==> src/rtl/cci_mpf_prim_counter_table_pkg.sv <==
// cci_mpf_prim_counter_table_pkg: shared operation encoding for the counter table
package cci_mpf_prim_counter_table_pkg;

   typedef enum logic [1:0] {
      OP_INC        = 2'd0,
      OP_READ       = 2'd1,
      OP_READ_CLEAR = 2'd2
   } t_counter_op;

   // The reserved encoding 3 behaves as a plain READ
   function automatic t_counter_op op_norm(input logic [1:0] op);
      return (op == OP_INC) ? OP_INC : (op == OP_READ_CLEAR) ? OP_READ_CLEAR : OP_READ;
   endfunction

endpackage

==> src/rtl/cci_mpf_prim_counter_table_alu.sv <==
// cci_mpf_prim_counter_table_alu: forwarding select and new-value arithmetic for one request
module cci_mpf_prim_counter_table_alu
   import cci_mpf_prim_counter_table_pkg::*;
#(
   parameter int N_IDX_BITS = 6,
   parameter int N_COUNT_BITS = 32,
   parameter int N_INC_BITS = 8,
   parameter int SATURATE = 0
)
(
   input  t_counter_op op,
   input  logic [N_IDX_BITS-1:0] idx,
   input  logic [N_INC_BITS-1:0] val,
   input  logic [N_COUNT_BITS-1:0] ram_data,
   input  logic h1_valid,
   input  logic [N_IDX_BITS-1:0] h1_idx,
   input  logic [N_COUNT_BITS-1:0] h1_cnt,
   input  logic h2_valid,
   input  logic [N_IDX_BITS-1:0] h2_idx,
   input  logic [N_COUNT_BITS-1:0] h2_cnt,
   output logic [N_COUNT_BITS-1:0] old_val,
   output logic [N_COUNT_BITS-1:0] new_val
);

   logic [N_COUNT_BITS:0] sum;
   logic [N_COUNT_BITS-1:0] inc_val;

   always_comb begin
      old_val = (h1_valid && h1_idx == idx) ? h1_cnt :
                (h2_valid && h2_idx == idx) ? h2_cnt : ram_data;
      sum = {1'b0, old_val} + {{(N_COUNT_BITS+1-N_INC_BITS){1'b0}}, val};
      inc_val = (sum[N_COUNT_BITS] && SATURATE != 0) ? '1 : sum[N_COUNT_BITS-1:0];
      new_val = (op == OP_INC) ? inc_val : (op == OP_READ_CLEAR) ? '0 : old_val;
   end

endmodule

==> src/rtl/cci_mpf_prim_ram_dualport_init.sv <==
// cci_mpf_prim_ram_dualport_init: dual-port RAM that fills itself with INIT_VALUE after reset
module cci_mpf_prim_ram_dualport_init
#(
   parameter int N_ENTRIES = 32,
   parameter int N_DATA_BITS = 64,
   parameter logic [N_DATA_BITS-1:0] INIT_VALUE = '0,
   parameter int N_OUTPUT_REG_STAGES = 0
)
(
   input  logic clk0,
   input  logic reset,
   output logic rdy,
   input  logic wen0,
   input  logic [$clog2(N_ENTRIES)-1:0] addr0,
   input  logic [N_DATA_BITS-1:0] wdata0,
   input  logic wen1,
   input  logic [$clog2(N_ENTRIES)-1:0] addr1,
   input  logic [N_DATA_BITS-1:0] wdata1,
   output logic [N_DATA_BITS-1:0] rdata1
);

   logic [N_DATA_BITS-1:0] mem [N_ENTRIES];
   logic [N_DATA_BITS-1:0] rd_q [N_OUTPUT_REG_STAGES+1];
   logic [$clog2(N_ENTRIES)-1:0] init_idx;
   logic init_done;

   assign rdy = init_done;
   assign rdata1 = rd_q[N_OUTPUT_REG_STAGES];

   always_ff @(posedge clk0) begin
      if (reset) begin
         init_done <= 1'b0;
         init_idx <= '0;
      end
      else if (!init_done) begin
         init_idx <= init_idx + 1'b1;
         init_done <= &init_idx;
      end
   end

   // Port 0 belongs to the fill sequencer until every entry has been written
   always_ff @(posedge clk0) begin
      if (!init_done)
         mem[init_idx] <= INIT_VALUE;
      else if (wen0)
         mem[addr0] <= wdata0;
      if (wen1)
         mem[addr1] <= wdata1;
      rd_q[0] <= mem[addr1];
      for (int i = 1; i <= N_OUTPUT_REG_STAGES; i++)
         rd_q[i] <= rd_q[i-1];
   end

endmodule

==> src/rtl/cci_mpf_prim_counter_table.sv <==
// cci_mpf_prim_counter_table: BRAM counter table with INC/READ/READ_CLEAR at one request per cycle
module cci_mpf_prim_counter_table
   import cci_mpf_prim_counter_table_pkg::*;
#(
   parameter int N_ENTRIES = 64,
   parameter int N_COUNT_BITS = 32,
   parameter int N_INC_BITS = 8,
   parameter int SATURATE = 0
)
(
   input  logic clk0,
   input  logic reset,
   output logic rdy,
   input  logic req_en,
   input  logic [1:0] req_op,
   input  logic [$clog2(N_ENTRIES)-1:0] req_idx,
   input  logic [N_INC_BITS-1:0] req_val,
   output logic rsp_valid,
   output logic [$clog2(N_ENTRIES)-1:0] rsp_idx,
   output logic [N_COUNT_BITS-1:0] rsp_old,
   output logic [N_COUNT_BITS-1:0] rsp_new
);

   localparam int IB = $clog2(N_ENTRIES);

   typedef struct packed {
      logic valid;
      t_counter_op op;
      logic [IB-1:0] idx;
      logic [N_INC_BITS-1:0] val;
   } t_stage;

   typedef struct packed {
      logic valid;
      logic [IB-1:0] idx;
      logic [N_COUNT_BITS-1:0] cnt;
   } t_hist;

   t_stage s1, s2;
   t_hist h1, h2;
   logic [N_COUNT_BITS-1:0] rdata1, s2_data, old_val, new_val;

   // Write-back goes straight into the RAM's input registers; H1/H2 cover the
   // two writes the RAM cannot yet return to a read issued at the same time
   cci_mpf_prim_ram_dualport_init #(
      .N_ENTRIES(N_ENTRIES),
      .N_DATA_BITS(N_COUNT_BITS),
      .INIT_VALUE('0),
      .N_OUTPUT_REG_STAGES(0)
   ) ram (
      .clk0(clk0),
      .reset(reset),
      .rdy(rdy),
      .wen0(s2.valid),
      .addr0(s2.idx),
      .wdata0(new_val),
      .wen1(1'b0),
      .addr1(req_idx),
      .wdata1('0),
      .rdata1(rdata1)
   );

   cci_mpf_prim_counter_table_alu #(
      .N_IDX_BITS(IB),
      .N_COUNT_BITS(N_COUNT_BITS),
      .N_INC_BITS(N_INC_BITS),
      .SATURATE(SATURATE)
   ) alu (
      .op(s2.op),
      .idx(s2.idx),
      .val(s2.val),
      .ram_data(s2_data),
      .h1_valid(h1.valid),
      .h1_idx(h1.idx),
      .h1_cnt(h1.cnt),
      .h2_valid(h2.valid),
      .h2_idx(h2.idx),
      .h2_cnt(h2.cnt),
      .old_val(old_val),
      .new_val(new_val)
   );

   always_ff @(posedge clk0) begin
      s1 <= '{valid: req_en && rdy, op: op_norm(req_op), idx: req_idx, val: req_val};
      s2 <= s1;
      s2_data <= rdata1;
      h1 <= '{valid: s2.valid, idx: s2.idx, cnt: new_val};
      h2 <= h1;
      rsp_valid <= s2.valid;
      rsp_idx <= s2.idx;
      rsp_old <= old_val;
      rsp_new <= new_val;
      if (reset) begin
         s1.valid <= 1'b0;
         s2.valid <= 1'b0;
         h1.valid <= 1'b0;
         h2.valid <= 1'b0;
         rsp_valid <= 1'b0;
      end
   end

   a_req_rdy: assert property (@(posedge clk0) disable iff (reset) !(req_en && !rdy))
      else $error("req_en asserted while table not ready");

endmodule

==> config.mk <==
export PLATFORM = sky130hd
export DESIGN_NAME = cci_mpf_prim_counter_table
export DESIGN_NICKNAME = d
export VERILOG_FILES = /design/src/rtl/cci_mpf_prim_counter_table_pkg.sv /design/src/rtl/cci_mpf_prim_counter_table_alu.sv /design/src/rtl/cci_mpf_prim_ram_dualport_init.sv /design/src/rtl/cci_mpf_prim_counter_table.sv
export SDC_FILE = /design/constraint.sdc
export NUM_CORES = 2
export LEC_CHECK = 0
export BUFFER_PORTS_ARGS = -buffer_cell sky130_fd_sc_hd__buf_4
export CORE_MARGIN = 4
export CORE_UTILIZATION = 25
export DETAILED_ROUTE_END_ITERATION = 8
export PLACE_DENSITY = 0.37
export SLEW_MARGIN = 20
export SYNTH_ARGS = -nofsm -noshare
export SYNTH_HDL_FRONTEND = slang
export SYNTH_SLANG_ARGS = --single-unit
==> constraint.sdc <==
create_clock -name clk0 -period 10.1 [get_ports clk0]
set_input_delay 1.01 -clock clk0 [delete_from_list [all_inputs] [get_ports clk0]]
set_output_delay 1.01 -clock clk0 [all_outputs]
set_load 0.005 [all_outputs]
==> After elaboration in Yosys (flattened, before gate mapping) <==
Memory sizes are Yosys's and may differ from the RTL's. A register that Yosys moved wholly into a read port is not among the register bits.
Index checks and enable logic that the tools add are counted.
{ "classes": {"n_addsub": 2, "eq_ne": 4, "n_mux": 13, "n_reduce_logical": 7} }
{ "op_table": {"columns": ["op", "count"], "rows": [
  ["$mux W32", 5],
  ["$add A32 B8 Y32", 1],
  ["$reduce_or A32 Y1", 1],
  ["$eq A6 B6 Y1", 2],
  ["$add A6 B1 Y6 const B", 1],
  ["$mux W1", 6],
  ["$mux W6", 1],
  ["$reduce_and A6 Y1", 1],
  ["$eq A2 B2 Y1 const B", 2],
  ["$logic_not A2 Y1", 2],
  ["$logic_and A1 B1 Y1", 3],
  ["$mux W2", 1]
]} }
{ "word_totals": {"regBits": 151, "ramBits": 2080, "output_inout_bits": 72, "wordCells": 45, "n_memories": 2} }
{ "memory_table": {"columns": ["name", "words", "width", "read_ports", "rd_clocked_by_memory_dff", "wr", "line_no", "text"], "rows": [
  ["ram.mem", 64, 32, 1, 0, 1, "cci_mpf_prim_ram_dualport_init.sv:22", "logic [N_DATA_BITS-1:0] mem [N_ENTRIES];"],
  ["ram.rd_q", 1, 32, 1, 1, 1, "cci_mpf_prim_ram_dualport_init.sv:23", "logic [N_DATA_BITS-1:0] rd_q [N_OUTPUT_REG_STAGES+1];"]
]} }

==> Logic depth before layout (Yosys ltp) <==
{ "depth": {"ltp_word": 7, "depth_mapped": 20, "depth_no_buf": 16} }

==> By module <==
A second synthesis with hierarchy kept.
{ "unflattened": {"cells_unflattened": 10196, "area_unflattened_um2": 109184.7} }
{ "modules_own_cells": {"columns": ["mod", "instances", "cells_each", "area_each_um2"], "rows": [
  ["cci_mpf_prim_ram_dualport_init", 1, 9686, 103409.2],
  ["cci_mpf_prim_counter_table", 1, 183, 3573.4],
  ["cci_mpf_prim_counter_table_alu", 1, 327, 2202.1]
]} }

==> Worst setup path after synthesis <==
Ideal clock, no wire load.
{ "synth_timing": {"path_type": "register -> register", "from": "register s2[8] (netlist bit)", "to": "memory ram.mem[0][30] (netlist bit) (data pin)", "setup_time_ps": 548, "arrival_ps": 6753, "required_time_ps": 9552, "slack_ps": 2799, "stages_incl_launch_ff": 19, "path_buffers": 2, "synth_period_minus_slack_ps": 7301, "cell_sequence": "dfxtp_1 > xnor2_1 > nand4_4 > nor2_8 > buf_1 > buf_2 > mux2i_1 > o21ai_0 > ha_1 > inv_1 > fa_1 > nor2b_1 > o2111ai_1 > a31oi_1 > nand2b_1 > o41a_1 > or4_4 > or4_4 > a21oi_1"} }
{ "synth_via": {"elab_chain_len": 7} }
{ "synth_lines": {"columns": ["item", "line_no", "text"], "rows": [
  ["start: declaration", "cci_mpf_prim_counter_table.sv:39", "t_stage s1, s2;"],
  ["$eq A6 B6 Y1", "cci_mpf_prim_counter_table_alu.sv:30", "(h2_valid && h2_idx == idx) ? h2_cnt : ram_data;"],
  ["$logic_and A1 B1 Y1", "cci_mpf_prim_counter_table_alu.sv:30", null],
  ["$mux W32", "cci_mpf_prim_counter_table_alu.sv:30", null],
  ["$mux W32 *", "cci_mpf_prim_counter_table_alu.sv:29", "old_val = (h1_valid && h1_idx == idx) ? h1_cnt :"],
  ["via alu.old_val[0]", "cci_mpf_prim_counter_table_alu.sv:21", "output logic [N_COUNT_BITS-1:0] old_val,"],
  ["$add A32 B8 Y32 *", "cci_mpf_prim_counter_table_alu.sv:31", "sum = {1'b0, old_val} + {{(N_COUNT_BITS+1-N_INC_BITS){1'b0}}, val};"],
  ["$mux W32 *", "cci_mpf_prim_counter_table_alu.sv:33", "new_val = (op == OP_INC) ? inc_val : (op == OP_READ_CLEAR) ? '0 : old_val;"],
  ["$mux W32 (no line) *", null, null],
  ["end: declaration", "cci_mpf_prim_ram_dualport_init.sv:22", null]
]} }
Mark *: on every way through the listed nets, which the timed path passes. The rest lies on a longest branch.

==> Final worst setup path <==
{ "layout_timing": {"from": "register s2[8] (netlist bit)", "to": "memory ram.mem[58][30] (netlist bit) (data pin)"} }
The elaborated chain is that of the path after synthesis.

==> flow_summary.yaml <==
status:
  run_status: "finished, final reports clean"
layout:
  drive_gt1_frac: 0.326
  area_growth_pct: 18.2
  n_fill_cell: 32500
  finish.instance_area_sq_um: 100000
  finalNonFillerCells: 8671
  finalNetCount: 3977
place:
  port_buffers: 90
  gp_congestion: 0.755
  place_ws_ns: 3.08
  place_area_sq_um: 92200
  dpl.cell_count: 8213
  dp_hpwl_mm: 139
power_and_ir_drop:
  switching_share: 0.211
  power_frac_clock: 0.451
  p_seq_frac: 0.517
  power_density_nw_per_um2: 198
  p_comb_frac: 0.032
  ir_worst_vdd_uv: 131
  internal-power_mw: 15.6
  p_leak_nw: 25.8
  p_switching_mw: 4.18
detailed_routing:
  via_per_inst: 4.60
  drc: 0
  drtAntennaViolNets: 0
  drt-total-wl_mm: 260
  dr.pass1.iters: 5
  vias: 39900
  drt_iter0_drc: 3402
  wl_per_cell_um: 30.0
global_route:
  grtUsageMet1: 0.209
  grt-ovfl-total: 0
  grt_pass1_vias: 41100
  grt_pass1_wl_mm: 359
  grt_max_degree: 106
  use_met3: 0.0217
  track_usage: 0.147
  grt-busiest-layer: "met2"
  grt_antenna_before_repair: 20
  use_met2: 0.239
sta:
  max_slew_margin: 0.293
  finalCritPeriodShare: 0.698
  tightest_slew_ns: 1.06
  setup_violations: 0
  skew_ns: 0.0557
  hold_ws_ns: 0.210
  finalSetupTns_ns: 0
  fmax_mhz: 142
  hold_viol_final: 0
  fin_ws_ns: 3.05
  fin_crit_ns: 7.05
  drv_slew: 0
  rsz0062_at_grt: "no"
job:
  maxCapViolations: 0
worst_hold_path:
  holdCritStartpoint: "req_val[0]"
  hold_depth: 1
  min_path_type: "in -> reg"
synth:
  synthCells: 3664
  synthTopCellsByArea: "edfxtp_1 (73%), mux4_2 (18%), dfxtp_1 (5.1%)"
  synth-compound-area-share: 0.00974
  syn-num-nets: 3693
  synth-simple-area-share: 0.0179
  yosysTopAreaCell: "edfxtp_1"
  synth_top_family_by_area: "multiplexers"
  synth_area_sq_um: 84700
  async_reset_ff_frac: 0
  synth_xor_xnor_area_share: 0.00341
  yosysTopAreaCellShare: 0.726
  synth_flop_cell: "edfxtp_1"
  synth_cell_types: 60
  yosysWarningCount: 0
  synthTopCellsByCount: "edfxtp_1 (2048), mux4_2 (664), dfxtp_1 (215)"
  ys_ff_latch: 2263
  seq_area_frac_synth: 0.776
  synth_adder_area_share: 0.00156
  yosysMostFrequentCell: "edfxtp_1"
  synth_edf_count: 2048
  synth_mux_area_frac: 0.182
  avgSynthCellArea_sq_um: 23.1
die:
  fp.dieH_um: 590
  die_w_um: 590
  io_pins: 91
  die_area_sq_um: 348000
  row_count: 213
  start_util: 0.251
  fp.coreArea_sq_um: 337000
clocking:
  cts_made_buffers: 248
  clock-root-buffer: "clkbuf_16"
  clkTransAtPathRegs_ns: 0.06
  clock-sinks: 2263
  cts-resized-gates: 0
  ctsHtreeMaxLevel: 4
  ctsHoldBuffers: 0
  insertion_delay_ns: 0.91
  cts_tree: "yes"
  clockBufferDepth: 4
  post-cts-setup-buffer-count: 0
critical_path:
  end_kind: "flop"
  r2r_start: "s2[8]"
  cp.arrival_ns: 7.61
  reg2reg_depth: 17
  cp-start-kind: "flop"
  path_class: "reg -> reg"
  crit_path_start: "s2[8]"
  worstPathRequired_ns: 10.67
  crit_fanout: 64
power by group through the flow:
stage / sequential (mW) / clock [mW] / combinational (mW)
after floorplan: 10.4 / 0 / 0.380
after global placement: 10.4 / 0 / 0.653
after detailed placement: 10.4 / 0 / 0.652
after CTS: 10.2 / 9.22 / 0.653
after global routing: 10.3 / 9.61 / 0.678
final: 10.2 / 8.94 / 0.632
worst paths after layout:
check	slack (ns)	to
worst min register to register	0.31	s2_data[14]
worst max register to register	3.05	ram.mem[58][30]
worst min-delay path	0.21	s1[0]
worst max-delay path	3.05	ram.mem[58][30]
layer usage:
layer,wire length [um],up-vias
met5,0,-
met4,5010,0
met3,11400,339
met2,124000,986
met1,119000,22400
li1,-,16100
worst max-delay path: stages (launching register included):
cell	delay (ns)
dfxtp_1	0.45
xnor2_1	0.15
nand4_1	0.53
nor2_4	1.01
nand2_1	0.10
o21ai_0	0.20
ha_1	0.27
inv_1	0.07
fa_1	0.41
nor2b_1	0.23
o2111ai_1	0.18
a31oi_1	0.41
nand2b_1	0.14
o41a_1	0.60
or4_4	0.61
or4_4	0.55
a21oi_4	0.20
buf_4	0.52
stage by stage:
step / total power [mW] / utilization
2_1_floorplan: 10.8 / -
3_5_place_dp: 11.1 / 0.273
6_report: 19.8 / 0.297
3_3_place_gp: 11.1 / 0.273
5_1_grt: 20.5 / 0.297
4_1_cts: 20.1 / 0.297
final cells by class:
cell class	instances	area, sq um	area share
Antenna cell	10	25.0	0.000250
Clock buffer	322	6730	0.0672
Clock inverter	126	1190	0.0119
Inverter	8	30.0	0.000300
Multi-Input combinational cell	1211	18900	0.189
Sequential cell	2263	65800	0.657
Tap cell	4515	5650	0.0564
Timing Repair Buffer	216	1770	0.0177
registers in the layout (all words and copies together), names as in the netlist:
name	flops
h1	39
h2	39
ram.init_idx	6
ram.mem	2048
ram.rd_q	32
ram.rdy	1
rsp_old	32
s1	17
s2	17
s2_data	32
logic make-up (layout without fill, tap and decap cells):
family	count (synthesis)	after routing
DFF	2263	2263
muxes	713	713
and+or+nand+nor	321	321
buffers and inverters	190	672
AOI/OAI and AO/OA	134	134
xor gates and xnor gates	33	33
adders and majority gates	10	10
other	0	10
cells in the final DEF, fill, tap and decap left out, types with 5 or more instances in the layout:
master      count
edfxtp_1     2048
mux4_2        664
clkbuf_16     252
dfxtp_1       215
buf_4         203
nand2_1        78
nor2_4         74
o21ai_0        55
clkbuf_1       53
nor2_1         48
clkinv_1       46
clkinv_2       45
mux2i_1        36
xnor2_1        26
nand3_1        22
bufinv_16      22
a21oi_1        19
nor3_1         17
clkbuf_8       16
a31oi_1        15
mux2_2         13
diode_2        10
nand4_1        10
nor2b_1         9
ha_1            9
inv_1           8
nand2b_1        8
buf_12          8
or3_1           7
xor2_1          7
a21oi_4         6
nor2b_4         6
clkinvlp_4      6
nor4_1          5
(Power assumes the default switching activity.)
